### src/rtl/bp_fe_pkg.sv
// FE command types, opcode decode and arbiter state encoding.
package bp_fe_pkg;

  typedef enum logic [1:0] {
    e_bp_default_cfg = 2'd0
  } bp_params_e;

  localparam int unsigned vaddr_width_gp = 39;
  localparam int unsigned asid_width_gp  = 10;
  localparam int unsigned branch_metadata_width_gp = 8;

  typedef enum logic [2:0] {
    e_op_state_reset          = 3'd0,
    e_op_pc_redirection       = 3'd1,
    e_op_icache_fill_response = 3'd2,
    e_op_icache_fence         = 3'd3,
    e_op_itlb_fill_response   = 3'd4,
    e_op_itlb_fence           = 3'd5,
    e_op_attaboy              = 3'd6,
    e_op_wait                 = 3'd7
  } bp_fe_command_queue_opcodes_e;

  typedef struct packed {
    bp_fe_command_queue_opcodes_e          opcode;
    logic [asid_width_gp-1:0]              asid;
    logic [vaddr_width_gp-1:0]             vaddr;
    logic [branch_metadata_width_gp-1:0]   branch_metadata;
  } bp_fe_cmd_s;

  typedef enum logic [1:0] {
    e_idle  = 2'd0,
    e_full  = 2'd1,
    e_drain = 2'd2
  } bp_fe_cmd_arb_state_e;

  // Commands after which the FE needs a quiet window before the next command.
  function automatic logic is_barrier(input bp_fe_command_queue_opcodes_e op);
    return (op == e_op_state_reset) || (op == e_op_icache_fence);
  endfunction

  // Command width for a given processor configuration.
  function automatic int unsigned fe_cmd_width_f(input bp_params_e cfg);
    case (cfg)
      e_bp_default_cfg: return $bits(bp_fe_cmd_s);
      default:          return $bits(bp_fe_cmd_s);
    endcase
  endfunction

endpackage

### src/rtl/bp_fe_cmd_arb_select.sv
// Priority select: saturated (starving) requesters first, then lowest index.
module bp_fe_cmd_arb_select #(
  parameter int unsigned num_req_p = 4
) (
  input  logic [num_req_p-1:0] v,
  input  logic [num_req_p-1:0] sat,
  output logic [num_req_p-1:0] grant
);

  logic [num_req_p-1:0] pool;

  // Pick the eligible pool, then isolate its lowest set bit.
  always_comb begin
    pool = v & sat;
    if (pool == '0) pool = v;
    grant = pool & (~pool + num_req_p'(1));
  end

endmodule

### src/rtl/bp_fe_cmd_arbiter.sv
// FE command arbiter: fixed-priority grant into a one-entry output slot,
// with a no-grant drain window after barrier commands are consumed.
// Optional starvation aging is enabled by defining BP_FE_CMD_ARB_AGING_EN.
module bp_fe_cmd_arbiter
  import bp_fe_pkg::*;
#(
  parameter bp_params_e  bp_params_p    = e_bp_default_cfg,
  parameter int unsigned num_req_p      = 4,
  parameter int unsigned drain_cycles_p = 2,
  parameter int unsigned starve_limit_p = 8,
  localparam int unsigned fe_cmd_width_lp = fe_cmd_width_f(bp_params_p)
) (
  input  logic                                 clk_i,
  input  logic                                 reset_i,
  input  logic [num_req_p*fe_cmd_width_lp-1:0] req_cmd_i,
  input  logic [num_req_p-1:0]                 req_v_i,
  output logic [num_req_p-1:0]                 req_yumi_o,
  output logic [fe_cmd_width_lp-1:0]           fe_cmd_o,
  output logic                                 fe_cmd_v_o,
  input  logic                                 fe_cmd_yumi_i,
  output logic                                 busy_o
);

  localparam int unsigned drain_width_lp = (drain_cycles_p > 1) ? $clog2(drain_cycles_p) : 1;
  localparam int unsigned drain_init_lp  = (drain_cycles_p > 0) ? drain_cycles_p - 1 : 0;

  if (num_req_p == 0 || starve_limit_p == 0) begin : g_cfg_check
    $error("bp_fe_cmd_arbiter: num_req_p and starve_limit_p must be nonzero");
  end

  bp_fe_cmd_arb_state_e        state_q, state_n;
  bp_fe_cmd_s                  slot_q, slot_n;
  logic [drain_width_lp-1:0]   drain_cnt_q, drain_cnt_n;
  logic [num_req_p-1:0]        sat, grant;
  logic                        yumi_eff, barrier, grant_en;

  // Slot consumption, barrier detection and grant qualification.
  assign yumi_eff = fe_cmd_yumi_i & (state_q == e_full);
  assign barrier  = yumi_eff & is_barrier(slot_q.opcode) & (drain_cycles_p != 0);
  assign grant_en = reset_i & ((state_q == e_idle) | yumi_eff) & ~barrier;

  bp_fe_cmd_arb_select #(.num_req_p(num_req_p)) select (
    .v     (req_v_i & {num_req_p{grant_en}}),
    .sat   (sat),
    .grant (grant)
  );

  assign req_yumi_o = grant;
  assign fe_cmd_o   = slot_q;
  assign fe_cmd_v_o = (state_q == e_full);
  assign busy_o     = (state_q != e_idle);

`ifdef BP_FE_CMD_ARB_AGING_EN
  localparam int unsigned age_width_lp = $clog2(starve_limit_p + 1);
  logic [num_req_p-1:0][age_width_lp-1:0] age_q;

  // A requester is starving once its wait count reaches the limit.
  always_comb begin
    for (int i = 0; i < num_req_p; i++) begin
      sat[i] = (age_q[i] == age_width_lp'(starve_limit_p));
    end
  end

  // Saturating wait counters; frozen while draining.
  always_ff @(posedge clk_i or negedge reset_i) begin
    if (!reset_i) begin
      age_q <= '0;
    end else if (state_q != e_drain) begin
      for (int i = 0; i < num_req_p; i++) begin
        if (!req_v_i[i] || grant[i]) age_q[i] <= '0;
        else if (!sat[i])            age_q[i] <= age_q[i] + age_width_lp'(1);
      end
    end
  end
`else
  assign sat = '0;
`endif

  // Next state, slot capture and drain countdown.
  always_comb begin
    state_n     = state_q;
    slot_n      = slot_q;
    drain_cnt_n = drain_cnt_q;
    for (int i = 0; i < num_req_p; i++) begin
      if (grant[i]) slot_n = bp_fe_cmd_s'(req_cmd_i[i*fe_cmd_width_lp +: fe_cmd_width_lp]);
    end
    case (state_q)
      e_idle: begin
        if (|grant) state_n = e_full;
      end
      e_full: begin
        if (barrier) begin
          state_n     = e_drain;
          drain_cnt_n = drain_width_lp'(drain_init_lp);
        end else if (yumi_eff && !(|grant)) begin
          state_n = e_idle;
        end
      end
      e_drain: begin
        if (drain_cnt_q == '0) state_n = e_idle;
        else                   drain_cnt_n = drain_cnt_q - drain_width_lp'(1);
      end
      default: state_n = e_idle;
    endcase
  end

  // State, slot and drain counter registers.
  always_ff @(posedge clk_i or negedge reset_i) begin
    if (!reset_i) begin
      state_q     <= e_idle;
      slot_q      <= '0;
      drain_cnt_q <= '0;
    end else begin
      state_q     <= state_n;
      slot_q      <= slot_n;
      drain_cnt_q <= drain_cnt_n;
    end
  end

  a_yumi_needs_v: assert property (@(posedge clk_i) disable iff (!reset_i)
    fe_cmd_yumi_i |-> fe_cmd_v_o);

endmodule

### config.mk
export PLATFORM = sky130hd
export DESIGN_NAME = bp_fe_cmd_arbiter
export DESIGN_NICKNAME = d
export VERILOG_FILES = /design/src/rtl/bp_fe_pkg.sv /design/src/rtl/bp_fe_cmd_arb_select.sv /design/src/rtl/bp_fe_cmd_arbiter.sv
export SDC_FILE = /design/constraint.sdc
export NUM_CORES = 1
export LEC_CHECK = 0
export BUFFER_PORTS_ARGS = -buffer_cell sky130_fd_sc_hd__clkbuf_2
export CORE_ASPECT_RATIO = 1.2
export CORE_MARGIN = 3
export CORE_UTILIZATION = 30
export DETAILED_ROUTE_END_ITERATION = 8
export RECOVER_POWER = 25
export SYNTH_ARGS = -nofsm -noshare
export SYNTH_HDL_FRONTEND = slang
export SYNTH_SLANG_ARGS = --single-unit
### constraint.sdc
create_clock -name clk_i -period 2.05 [get_ports clk_i]
set_clock_uncertainty 0.1 [all_clocks]
set_input_delay 0 -clock clk_i [delete_from_list [all_inputs] [get_ports clk_i]]
set_output_delay 0 -clock clk_i [all_outputs]
set_load 0.01 [all_outputs]
### After elaboration in Yosys (flattened, before gate mapping)

Cells that the tools add are included.

| cells by class | value |
|---|---|
| add/sub/neg operators | 2 |
| multipliers | 0 |
| divide/modulo/power cells | 0 |
| order comparisons | 0 |
| equal/unequal tests | 7 |
| shift operators | 0 |
| multiplexer cells | 12 |
| bitwise logic cells | 9 |
| reductions and logical operators | 11 |

Operators with widths:

| kind | count |
|---|---|
| $mux W60 | 4 |
| $and A4 B4 Y4 | 2 |
| $mux W2 | 4 |
| $pmux W2 S3 | 1 |
| $add A4 B1 Y4 const B | 1 |
| $and A1 B1 Y1 | 4 |
| $ne A2 B1 Y1 const B | 2 |
| $not A4 Y4 | 1 |
| $reduce_bool A2 Y1 | 2 |
| $reduce_bool A4 Y1 | 1 |
| $reduce_or A4 Y1 | 1 |
| $eq A3 B2 Y1 const B | 1 |
| $logic_not A3 Y1 | 1 |
| $ne A3 B1 Y1 const B | 1 |
| $reduce_and A3 Y1 | 1 |
| $eq A2 B1 Y1 const B | 1 |
| $eq A2 B2 Y1 const B | 1 |
| $logic_not A2 Y1 | 1 |
| $mux W1 | 2 |
| $ne A2 B2 Y1 const B | 1 |
| $pmux W1 S2 | 1 |
| $reduce_and A2 Y1 | 1 |
| $logic_and A1 B1 Y1 | 1 |
| $logic_not A1 Y1 | 1 |
| 4 further kinds | 4 |

| word-level totals | value |
|---|---|
| register bits | 63 |
| bits in latches | 0 |
| bits in writable memories | 0 |
| bits in read-only memories | 0 |
| bits of input ports | 247 |
| output and inout port bits | 66 |
| word-level logic and storage cells | 47 |
| memories | 0 |

### Logic depth before layout (Yosys ltp)

Gate-level depths: netlist of the first run.

| depth | value |
|---|---|
| depth in word-level cells | 15 |
| depth in mapped cells | 8 |
| mapped depth without buffers | 5 |

### By module

A second synthesis of the first run with hierarchy kept.

| unflattened totals | value |
|---|---|
| cell total of the unflattened synthesis | 377 |
| area total of the unflattened synthesis | 3691.0 µm² |

Modules (own cells, without submodules):

| module | times used | cells each | area an instance (µm²) | sequential area each (µm²) |
|---|---|---|---|---|
| bp_fe_cmd_arbiter | 1 | 360 | 3568.4 | 1576.5 |
| bp_fe_cmd_arb_select | 1 | 17 | 122.6 | 0.0 |

### Least setup slack after synthesis of the first run

Ideal clock, no wire load.

| path | value |
|---|---|
| path type | reg2reg |
| start point | reg state_q[1] |
| end point | reg slot_q (netlist bit fe_cmd_o[10]) |
| library setup time | 146 ps |
| arrival | 1604 ps |
| required time | 1804 ps |
| path slack | 200 ps |
| cell stages (with the launch flop) | 8 |
| buffers on the path | 2 |
| period minus slack after synthesis | 1850 ps |
| path through | dfrtp_1 nand4bb_4 o211a_1 buf_6 buf_2 and3_1 a211oi_1 o41ai_2 |

| on the way | value |
|---|---|
| cells in the longest elaborated chain, start to end | 12 |
| elaborated cells between the ends (all ways) | 16 |
| those cells by class | add/sub: 1; eq/ne: 1; mux: 3; bitwise: 9; reduce/logical: 2 |

Ends and longest elaborated chain:

| element | RTL line | source |
|---|---|---|
| start: declaration | bp_fe_cmd_arbiter.sv:31 | `bp_fe_cmd_arb_state_e state_q, state_n;` |
| start signal: assignment | bp_fe_cmd_arbiter.sv:110 | `state_q <= e_idle;` |
| start signal: assignment | bp_fe_cmd_arbiter.sv:114 | `state_q <= state_n;` |
| $eq A2 B1 Y1 | bp_fe_cmd_arbiter.sv:38 | `assign yumi_eff = fe_cmd_yumi_i & (state_q == e_full);` |
| $and A1 B1 Y1 | bp_fe_cmd_arbiter.sv:38 |  |
| $or A1 B1 Y1 / $and A1 B1 Y1 (equally long branches) | bp_fe_cmd_arbiter.sv:40, bp_fe_cmd_arbiter.sv:39 |  |
| $and A1 B1 Y1 / $not A1 Y1 (equally long branches) | bp_fe_cmd_arbiter.sv:40 | `assign grant_en = reset_i & ((state_q == e_idle) \| yumi_eff) & ~barrier;` |
| $and A1 B1 Y1 (*) | bp_fe_cmd_arbiter.sv:40 |  |
| $and A4 B4 Y4 (*) | bp_fe_cmd_arbiter.sv:43 | `.v (req_v_i & {num_req_p{grant_en}}),` |
| $not A4 Y4 | bp_fe_cmd_arb_select.sv:16 | `grant = pool & (~pool + num_req_p'(1));` |
| $add A4 B1 Y4 | bp_fe_cmd_arb_select.sv:16 |  |
| $and A4 B4 Y4 (*) | bp_fe_cmd_arb_select.sv:16 |  |
| $mux W60 (3 in a row) | bp_fe_cmd_arbiter.sv:85 | `if (grant[i]) slot_n = bp_fe_cmd_s'(req_cmd_i[i*fe_cmd_width_lp +: fe_cmd_width_lp]);` |
| end signal: assignment | bp_fe_cmd_arbiter.sv:115 | `slot_q <= slot_n;` |
| end: declaration | bp_fe_cmd_arbiter.sv:32 | `bp_fe_cmd_s slot_q, slot_n;` |

Every way passes the cells marked *; elsewhere a longest branch is shown, timed or not.
A chain may end at the register's enable or synchronous reset.

### Worst setup path in the final report of the first run

| path | value |
|---|---|
| start point | reg state_q[1] |
| end point | reg slot_q (netlist bit fe_cmd_o[16]) |

The elaborated chain is that of the path after synthesis.

==> impl_metrics.py, run 1 <==
metrics = {
    "drt": {
        "wl_met2_mm": 12.1,
        "vias": 6865,
        "via_per_inst": 5.70,
        "routed_wl_mm": 24.2,
        "routed.top_layer": "met4",
        "wirelength_met1_mm": 9.33,
        "met3_length_mm": 1.56,
        "first_pass_iters": 5,
        "drc": 0,
        "drt-wirelength-per-cell_um": 20.1,
        "ant_nets": 0,
        "drt_iter0_drc": 346,
    },
    "clocking": {
        "clkTransAtPathRegs_ns": 0.05,
        "clock_path_buffers": 2,
        "clock-sinks": 63,
        "clock_latency_ns": 0.33,
        "clockRootBuffer": "clkbuf_16",
        "cts.htree.levels": 3,
        "cts_tree": "built",
        "cts_buffers": 9,
    },
    "synthesis": {
        "ys_types": 32,
        "synth_fp_nets": 770,
        "async_reset_ff_share_pct": 100,
        "synth_top_area_share_pct": 32.5,
        "ys_top_cells_by_area": "dfrtp_1 33%, o41ai_2 13%, a32oi_1 11%",
        "yosysTopAreaCell": "dfrtp_1",
        "ys_ff_latch": 63,
        "synth-edff-count": 0,
        "syn_area_mm2": 0.00484,
        "yosysWarnings": 0,
        "synthCells": 523,
        "synth_flop_cell": "dfrtp_1",
        "seq_area_frac_synth_pct": 32.5,
        "synth.avg_cell_area_um2": 9.26,
    },
    "critical_path": {
        "crit_required_ns": 2.15,
        "end_kind": "flip-flop",
        "critPathMaxFanout": 29,
        "cp_slowest_stage_delay_ns": 0.40,
        "crit_chain": "nand4bb_4, o211ai_4, nor2_4, buf_12, a211oi_1, o41ai_2",
        "critical_path_arrival_ns": 2.09,
        "cp_slowest_cell": "dfrtp_1",
        "startpoint_type": "flip-flop",
        "crit_type": "reg2reg",
    },
    "timing": {
        "whs_ns": -0.0351,
        "setup_ws_ns": 0.0595,
        "finalCritPeriodShare_pct": 97.1,
        "worst_pin_slew_ns": 0.653,
        "final_hold_viol_count": 1,
        "fmax_ghz": 0.502,
        "slew_headroom_pct": 56.5,
        "period_minus_slack_ns": 1.99,
        "maxSlewViolCount": 0,
        "finalSetupViolations": 0,
        "rsz0062_at_grt": "true",
    },
    "layout": {
        "area_growth_pct": 85.1,
        "mostFrequentLayoutCells": "265 x clkbuf_2, 179 x dlygate4sd3_1, 63 x dfrtp_1",
        "layout_commonest_cell": "clkbuf_2",
        "stdcell_area_mm2": 0.00896,
        "nFillCells": 1356,
        "antenna_cells": 0,
        "num-nets-final": 1240,
        "drive_above_1_share_pct": 38.5,
        "final_cells": 1205,
    },
    "die": {
        "die_w_um": 122,
        "dieArea_mm2": 0.0177,
        "core_mm2": 0.0157,
        "row_count": 50,
        "die_h_um": 145,
        "io_pins": 313,
        "start_util_pct": 30.8,
    },
    "power": {
        "power_density_mw_per_mm2": 914,
        "p_leak_nw": 4.31,
        "max-vdd-ir-drop_v": 0.000440,
    },
    "placement": {
        "place_ws_ns": -0.0266,
        "dp.cells": 1006,
        "portBuffers": 312,
        "place_area_mm2": 0.00676,
        "place_congestion": 0.838,
        "place.detailed.hpwl_mm": 14.9,
    },
    "status": {
        "violations": "negative hold slack",
        "status": "finished, violations left",
    },
    "job": {
        "maxCapViolations": 0,
    },
    "global_route": {
        "grt_max_degree": 65,
        "grt_use_total_pct": 25.8,
        "grt_pass1_wl_mm": 36.6,
        "grt_overflow": 0,
        "antenna_found_initial": 0,
        "grt_pass1_vias": 7213,
    },
    "min_path": {
        "hold_class": "in2reg",
    },
}
-- cells in the mapped netlist (all sizes together), types with 2 or more instances --
library cell  count
nor2b             3
inv               2
o41ai            60
and3             60
o21ai             3
and2              2
a21oi            60
clkbuf           42
dfrtp            63
a32oi            60
nor2             63
buf              29
nand2             5
a211oi           60
-- layer usage --
layer  track usage (%)  vias to the layer above
li1                  -                     3068
met1              29.3                     3309
met2              44.4                      379
met3              5.38                      109
met4              13.8                        0
met5                 0                        -
-- state kept, by name, summed over array words and instances (netlist names) --
| name | cells |
|---|---|
| state_q | 2 |
| fe_cmd_o | 60 |
| drain_cnt_q | 1 |
-- cell type report --
| type | count | area [um2] | area share [%] |
|---|---|---|---|
| clock inverters | 3 | 42.5 | 0.475 |
| inverters | 2 | 7.51 | 0.0837 |
| repair buffers | 530 | 3800 | 42.4 |
| flip-flops and latches | 63 | 1580 | 17.6 |
| clock buffers | 12 | 256 | 2.86 |
| well taps | 208 | 260 | 2.90 |
| multi-input cells | 387 | 3020 | 33.7 |
-- final timing paths --
path                                                from                  endpoint  slack, ns  depth (start not counted)
worst min register to register  fe_cmd_o[16]$_DFFE_PN0P_  fe_cmd_o[16]$_DFFE_PN0P_       0.39                          2
min in group asynchronous                        reset_i  fe_cmd_o[43]$_DFFE_PN0P_       0.26                          3
worst max-delay path              state_q[1]$_DFFE_PN0P_  fe_cmd_o[16]$_DFFE_PN0P_       0.06                          6
worst min-delay path                       req_cmd_i[57]  fe_cmd_o[57]$_DFFE_PN0P_      -0.04                          3
worst max register to register    state_q[1]$_DFFE_PN0P_  fe_cmd_o[16]$_DFFE_PN0P_       0.06                          6
max in group asynchronous                        reset_i  fe_cmd_o[21]$_DFFE_PN0P_       1.13                          3
-- critical path: cells and delay by family (launching register included) --
kind | cells | cell delay [ns]
AO/OA/AOI/OAI | 3 | 0.75
buffers and inverters | 1 | 0.19
flip-flops | 1 | 0.40
AND/OR/NAND/NOR | 2 | 0.40
-- through the flow --
stage | setup TNS, ns | hold slack [ns] | power (mW) | util [%]
floorplan | 0 | -0.396 | 4.57 | -
global placement | 0 | 0.167 | 6.26 | 43.1
detailed placement | -0.0266 | 0.172 | 6.29 | 43.1
CTS | 0 | 0.0103 | 8.21 | 56.4
global route | -0.118 | 0.00568 | 8.67 | 57.1
finish | 0 | -0.0351 | 8.19 | 57.1
-- what timing repair did --
| action | 4_1_cts | 5_1_grt |
|---|---|---|
| setup buffers | 0 | 2 |
| endpoints found under the hold margin | 124 | 1 |
| gates resized for setup | 2 | 13 |
| hold buffers | 178 | 1 |
| endpoints found under the setup margin | 2 | 21 |
| cloned | 0 | 3 |
| pin swaps | 0 | 2 |
-- logic make-up after synthesis --
| kind of cell | Yosys count | synth area share (%) |
|---|---|---|
| XOR/XNOR | 2 | 0.517 |
| AND/OR/NAND/NOR | 139 | 15.1 |
| buffers and inverters | 73 | 7.10 |
| flip-flops | 63 | 32.5 |
| AO/OA/AOI/OAI | 246 | 44.8 |
-- power breakdown --
group	leakage, nW	total, mW	switching (mW)	internal, mW
combinational	3.39	4.34	2.29	2.05
clock	0.145	1.58	0.583	1.00
sequential	0.778	2.27	0.417	1.85
total	4.31	8.19	3.29	4.90
Note: power is estimated with default switching activity, not from simulation.
==> run 2, diff against run 1 <==
--- a/config.mk
+++ b/config.mk
@@ -6,10 +6,10 @@
 export NUM_CORES = 1
 export LEC_CHECK = 0
 export BUFFER_PORTS_ARGS = -buffer_cell sky130_fd_sc_hd__clkbuf_2
-export CORE_ASPECT_RATIO = 1.2
-export CORE_MARGIN = 3
-export CORE_UTILIZATION = 30
+export CORE_AREA = 3 3 121 123
 export DETAILED_ROUTE_END_ITERATION = 8
+export DIE_AREA = 0 0 124 126
+export PLACE_DENSITY = 0.68
 export RECOVER_POWER = 25
 export SYNTH_ARGS = -nofsm -noshare
 export SYNTH_HDL_FRONTEND = slang
==> run 2 against run 1 <==
Compared with the run above:
- the flow still finishes with violations (negative hold slack)
- critical endpoint is now fe_cmd_o[32]$_DFFE_PN0P_
- largest cell class unchanged
- via count is 0.60% higher
- maximum frequency up 1.6%
- worst hold slack better by 0.030 ns
==> impl_metrics.py, run 2 (synthesis results as in run 1) <==
metrics = {
    "status": {
        "status": "finished, violations left",
        "violations": "negative hold slack",
    },
    "drt": {
        "vias": 6906,
        "first_pass_iters": 5,
        "ant_nets": 0,
        "drt-wirelength-per-cell_um": 20.1,
        "drc": 0,
        "drt_iter0_drc": 499,
        "via_per_inst": 5.92,
        "routed_wl_mm": 23.4,
    },
    "clocking": {
        "cts.htree.levels": 3,
        "cts_tree": "built",
        "clock_latency_ns": 0.32,
        "clockRootBuffer": "clkbuf_16",
        "clock_path_buffers": 2,
        "clock-sinks": 63,
        "clkTransAtPathRegs_ns": 0.05,
        "cts_buffers": 9,
    },
    "layout": {
        "mostFrequentLayoutCells": "265 x clkbuf_2, 179 x dlygate4sd3_1, 63 x dfrtp_1",
        "largest_reg_flops": 60,
        "num-nets-final": 1230,
        "area_growth_pct": 80.8,
        "layout_commonest_cell": "clkbuf_2",
        "drive_above_1_share_pct": 37.4,
        "antenna_cells": 0,
    },
    "critical_path": {
        "reg2reg_slack_ns": 0.09,
        "crit_type": "reg2reg",
        "end_kind": "flip-flop",
        "startpoint_type": "flip-flop",
        "reg2regPathDepth": 7,
        "critical_path_arrival_ns": 2.06,
        "crit_required_ns": 2.15,
        "r2r-start": "state_q[0]$_DFFE_PN0P_",
        "critPathMaxFanout": 17,
        "r2r_end": "fe_cmd_o[32]$_DFFE_PN0P_",
    },
    "placement": {
        "place_congestion": 0.820,
        "place.detailed.hpwl_mm": 13.6,
        "portBuffers": 312,
    },
    "global_route": {
        "grt_use_total_pct": 28.7,
        "grt_overflow": 0,
        "grt_max_degree": 64,
        "grt_pass1_vias": 7272,
        "grt_pass1_wl_mm": 35.7,
        "antenna_found_initial": 0,
    },
    "die": {
        "io_pins": 313,
        "row_count": 43,
        "start_util_pct": 35.2,
        "core_mm2": 0.0138,
        "die_w_um": 124,
        "dieArea_mm2": 0.0156,
        "die_h_um": 126,
    },
    "timing": {
        "finalSetupViolations": 0,
        "slew_headroom_pct": 42.3,
        "finalCritPeriodShare_pct": 95.6,
        "rsz0062_at_grt": "true",
        "whs_ns": -0.00512,
        "tns_ns": 0,
        "final_hold_viol_count": 1,
        "period_minus_slack_ns": 1.96,
        "maxSlewViolCount": 0,
        "worst_pin_slew_ns": 0.866,
        "fmax_ghz": 0.510,
    },
    "power": {
        "p_leak_nw": 4.21,
        "power_mw": 7.88,
        "max-vdd-ir-drop_v": 0.000432,
        "power_density_mw_per_mm2": 900,
    },
    "min_path": {
        "hp-start": "req_cmd_i[57]",
        "hold_class": "in2reg",
        "hold_path_end": "fe_cmd_o[57]$_DFFE_PN0P_",
        "hold_path_depth": 3,
    },
    "job": {
        "maxCapViolations": 0,
    },
}
[run 2: changes by cell type in the layout (fill, tap and decap cells not counted), sizes merged]
cell      previous run  this run
buf                 39        30
bufinv               1         0
clkinvlp             1         0
[run 2: metal layers]
metal	vias to the layer above	part of all wire [%]	track usage, %	wire, um
met3	110	8.3	6.78	1940
met4	0	4.9	17.3	1140
li1	3056	-	-	-
met2	473	49	48.9	11600
met5	-	0	0	0
met1	3267	37	32.1	8760
[run 2: worst max-delay path: stages, from the launching register on]
cell and delay, ns:
dfrtp_1 0.47, nand4bb_4 0.16, o211ai_4 0.34, nor2_4 0.07
buf_4 0.15, clkbuf_16 0.18, a32oi_1 0.25, o41ai_2 0.11
[run 2: final cells by class]
| cell class | instances | area, um2 |
|---|---|---|
| clock buffers | 13 | 260 |
| well taps | 180 | 225 |
| multi-input cells | 387 | 3000 |
| fillers | 1110 | 5020 |
| flip-flops and latches | 63 | 1580 |
| clock inverters | 1 | 5.00 |
| repair buffers | 520 | 3680 |
| inverters | 2 | 7.51 |
[run 2: worst max path at each step]
stage	from	to	cells after the start
6_report	state_q[0]$_DFFE_PN0P_	fe_cmd_o[32]$_DFFE_PN0P_	7
5_1_grt	state_q[1]$_DFFE_PN0P_	req_yumi_o[3]	8
4_1_cts	state_q[1]$_DFFE_PN0P_	req_yumi_o[3]	8
3_5_place_dp	state_q[1]$_DFFE_PN0P_	fe_cmd_o[57]$_DFFE_PN0P_	7
3_3_place_gp	fe_cmd_o[57]$_DFFE_PN0P_	fe_cmd_o[58]$_DFFE_PN0P_	6
2_1_floorplan	state_q[1]$_DFFE_PN0P_	fe_cmd_o[10]$_DFFE_PN0P_	7
[run 2: where the power goes]
part / leakage, nW / switching (mW) / internal (mW)
registers: 0.778 / 0.368 / 1.85
logic: 3.31 / 2.26 / 2.00
clock network: 0.132 / 0.535 / 0.869
[run 2: what timing repair did]
item | 4_1_cts | 5_1_grt
gates resized for setup | 0 | 11
setup endpoints to repair | 0 | 27
hold buffers | 178 | 1
buffers inserted | 0 | 1
hold endpoints to repair | 124 | 1
[run 2: per-stage QoR]
stage / instances / utilization, % / cell area [um2] / hold WS (ns) / worst slack (ns)
after floorplan: 523 / - / 4840 / -0.396 / 0.200
after global placement: 971 / 48.4 / 6660 / 0.166 / 0.0445
after detailed placement: 971 / 48.4 / 6660 / 0.167 / 0.0626
after CTS: 1163 / 63.2 / 8710 / 0.00200 / 0.00964
after global routing: 1166 / 63.6 / 8750 / 0.0119 / -0.0259
final: 1166 / 63.6 / 8750 / -0.00512 / 0.0903
==> run 3, diff against run 2 <==
--- a/config.mk
+++ b/config.mk
@@ -7,10 +7,11 @@
 export LEC_CHECK = 0
 export BUFFER_PORTS_ARGS = -buffer_cell sky130_fd_sc_hd__clkbuf_2
 export CORE_AREA = 3 3 121 123
+export CTS_CLUSTER_SIZE = 12
 export DETAILED_ROUTE_END_ITERATION = 8
 export DIE_AREA = 0 0 124 126
-export PLACE_DENSITY = 0.68
 export RECOVER_POWER = 25
 export SYNTH_ARGS = -nofsm -noshare
 export SYNTH_HDL_FRONTEND = slang
+export SYNTH_HIERARCHICAL = 1
 export SYNTH_SLANG_ARGS = --single-unit
==> run 3 against run 2 <==
Compared with the run above:
- the run now fails in 4_1_cts
- synthesized cell count decreased by 28%
- synthesized area is 24% lower
==> impl_metrics.py, run 3 <==
metrics = {
    "status": {
        "status": "aborted with a tool error",
        "lastStage": "4_1_cts",
        "error": "[ERROR RSZ-0060] Max buffer count reached.",
    },
    "clocking": {
        "clock-sinks": 63,
        "clockRootBuffer": "clkbuf_16",
        "cts.htree.levels": 3,
        "hold_buffers": 181,
        "cts_buffers": 9,
        "clock_path_buffers": 2,
        "post_cts_buffers": 6,
        "ctsResizeCount": 14,
    },
    "synthesis": {
        "yosysWarnings": 6,
        "synth_top_area_share_pct": 42.7,
        "synth_flop_cell": "dfrtp_1",
        "ys_ff_latch": 63,
        "seq_area_frac_synth_pct": 42.7,
        "synth.avg_cell_area_um2": 9.79,
        "async_reset_ff_share_pct": 100,
        "syn_area_mm2": 0.00369,
        "yosysTopAreaCell": "dfrtp_1",
        "synthCells": 377,
        "synth-edff-count": 0,
        "synth_common_cells": "63 x dfrtp_1, 63 x nor2_1, 60 x mux2i_1",
        "ys_types": 34,
        "ys_top_cells_by_area": "dfrtp_1 43%, mux2i_1 16%, a211oi_1 12%",
    },
    "placement": {
        "portBuffers": 312,
        "place.detailed.hpwl_mm": 11.0,
        "place_congestion": 0.845,
        "dp.cells": 878,
    },
    "die": {
        "die_h_um": 126,
        "die_w_um": 124,
        "row_count": 43,
        "io_pins": 313,
        "start_util_pct": 26.8,
    },
}
## run 3: per-stage QoR
stage | cell area [um2] | setup slack [ns]
2_1_floorplan | 3810 | -0.505
3_3_place_gp | 5680 | -0.585
3_5_place_dp | 5680 | -0.649
## run 3: logic make-up after synthesis
logic type             synth area share [%]
XOR/XNOR                              0.237
AO/OA/AOI/OAI                          25.5
other                                 0.102
flip-flops                             42.7
buffers and inverters                  5.59
multiplexers                           16.3
AND/OR/NAND/NOR                        9.56
==> run 4, diff against run 3 <==
--- a/config.mk
+++ b/config.mk
@@ -6,10 +6,10 @@
 export NUM_CORES = 1
 export LEC_CHECK = 0
 export BUFFER_PORTS_ARGS = -buffer_cell sky130_fd_sc_hd__clkbuf_2
-export CORE_AREA = 3 3 121 123
-export CTS_CLUSTER_SIZE = 12
+export CORE_MARGIN = 3
+export CORE_UTILIZATION = 25
 export DETAILED_ROUTE_END_ITERATION = 8
-export DIE_AREA = 0 0 124 126
+export PLACE_DENSITY_LB_ADDON = 0.15
 export RECOVER_POWER = 25
 export SYNTH_ARGS = -nofsm -noshare
 export SYNTH_HDL_FRONTEND = slang
==> run 4 against run 3 <==
Compared with the run above:
- the flow again stops in 4_1_cts
- synthesized cell count did not move
- synthesized area is the same
==> impl_metrics.py, run 4 <==
metrics = {
    "clocking": {
        "clock_path_buffers": 2,
        "hold_buffers": 183,
        "cts_buffers": 9,
        "ctsResizeCount": 30,
        "clockRootBuffer": "clkbuf_16",
        "post_cts_buffers": 9,
        "clock-sinks": 63,
        "cts.htree.levels": 3,
    },
    "placement": {
        "place_ws_ns": -0.653,
        "place.detailed.hpwl_mm": 11.6,
        "place_congestion": 0.796,
        "portBuffers": 312,
    },
    "synthesis": {
        "ys_types": 34,
        "syn_area_mm2": 0.00369,
        "ys_ff_latch": 63,
        "synth_top_area_share_pct": 42.7,
        "async_reset_ff_share_pct": 100,
        "synth_flop_cell": "dfrtp_1",
        "synthCells": 377,
        "synth-edff-count": 0,
        "yosysTopAreaCell": "dfrtp_1",
        "synth_common_cells": "63 x dfrtp_1, 63 x nor2_1, 60 x mux2i_1",
        "synth.avg_cell_area_um2": 9.79,
        "seq_area_frac_synth_pct": 42.7,
        "ys_top_cells_by_area": "dfrtp_1 43%, mux2i_1 16%, a211oi_1 12%",
        "yosysWarnings": 6,
    },
    "status": {
        "lastStage": "4_1_cts",
        "status": "aborted with a tool error",
        "error": "[ERROR RSZ-0060] Max buffer count reached.",
    },
    "die": {
        "row_count": 43,
        "die_w_um": 128,
        "io_pins": 313,
        "start_util_pct": 26.1,
        "die_h_um": 128,
    },
}
-- run 4: cell counts after synthesis --
No cell type changed its count.
-- run 4: through the flow --
step	setup TNS, ns	area (um2)	utilization, %	std cells	hold slack, ns
3_5_place_dp	-37.52	5730	40.5	884	-0.0405
3_3_place_gp	-35.77	5730	40.5	884	-0.0511
2_1_floorplan	-29.82	3810	-	394	-0.396
-- run 4: cell families after synthesis --
kind of cell	count (synthesis)	synth area share (%)
mux	60	16.3
flops	63	42.7
simple gates	79	9.56
buf+inv	38	5.59
xor+xnor	1	0.237
compound gates	135	25.5
other cells	1	0.102
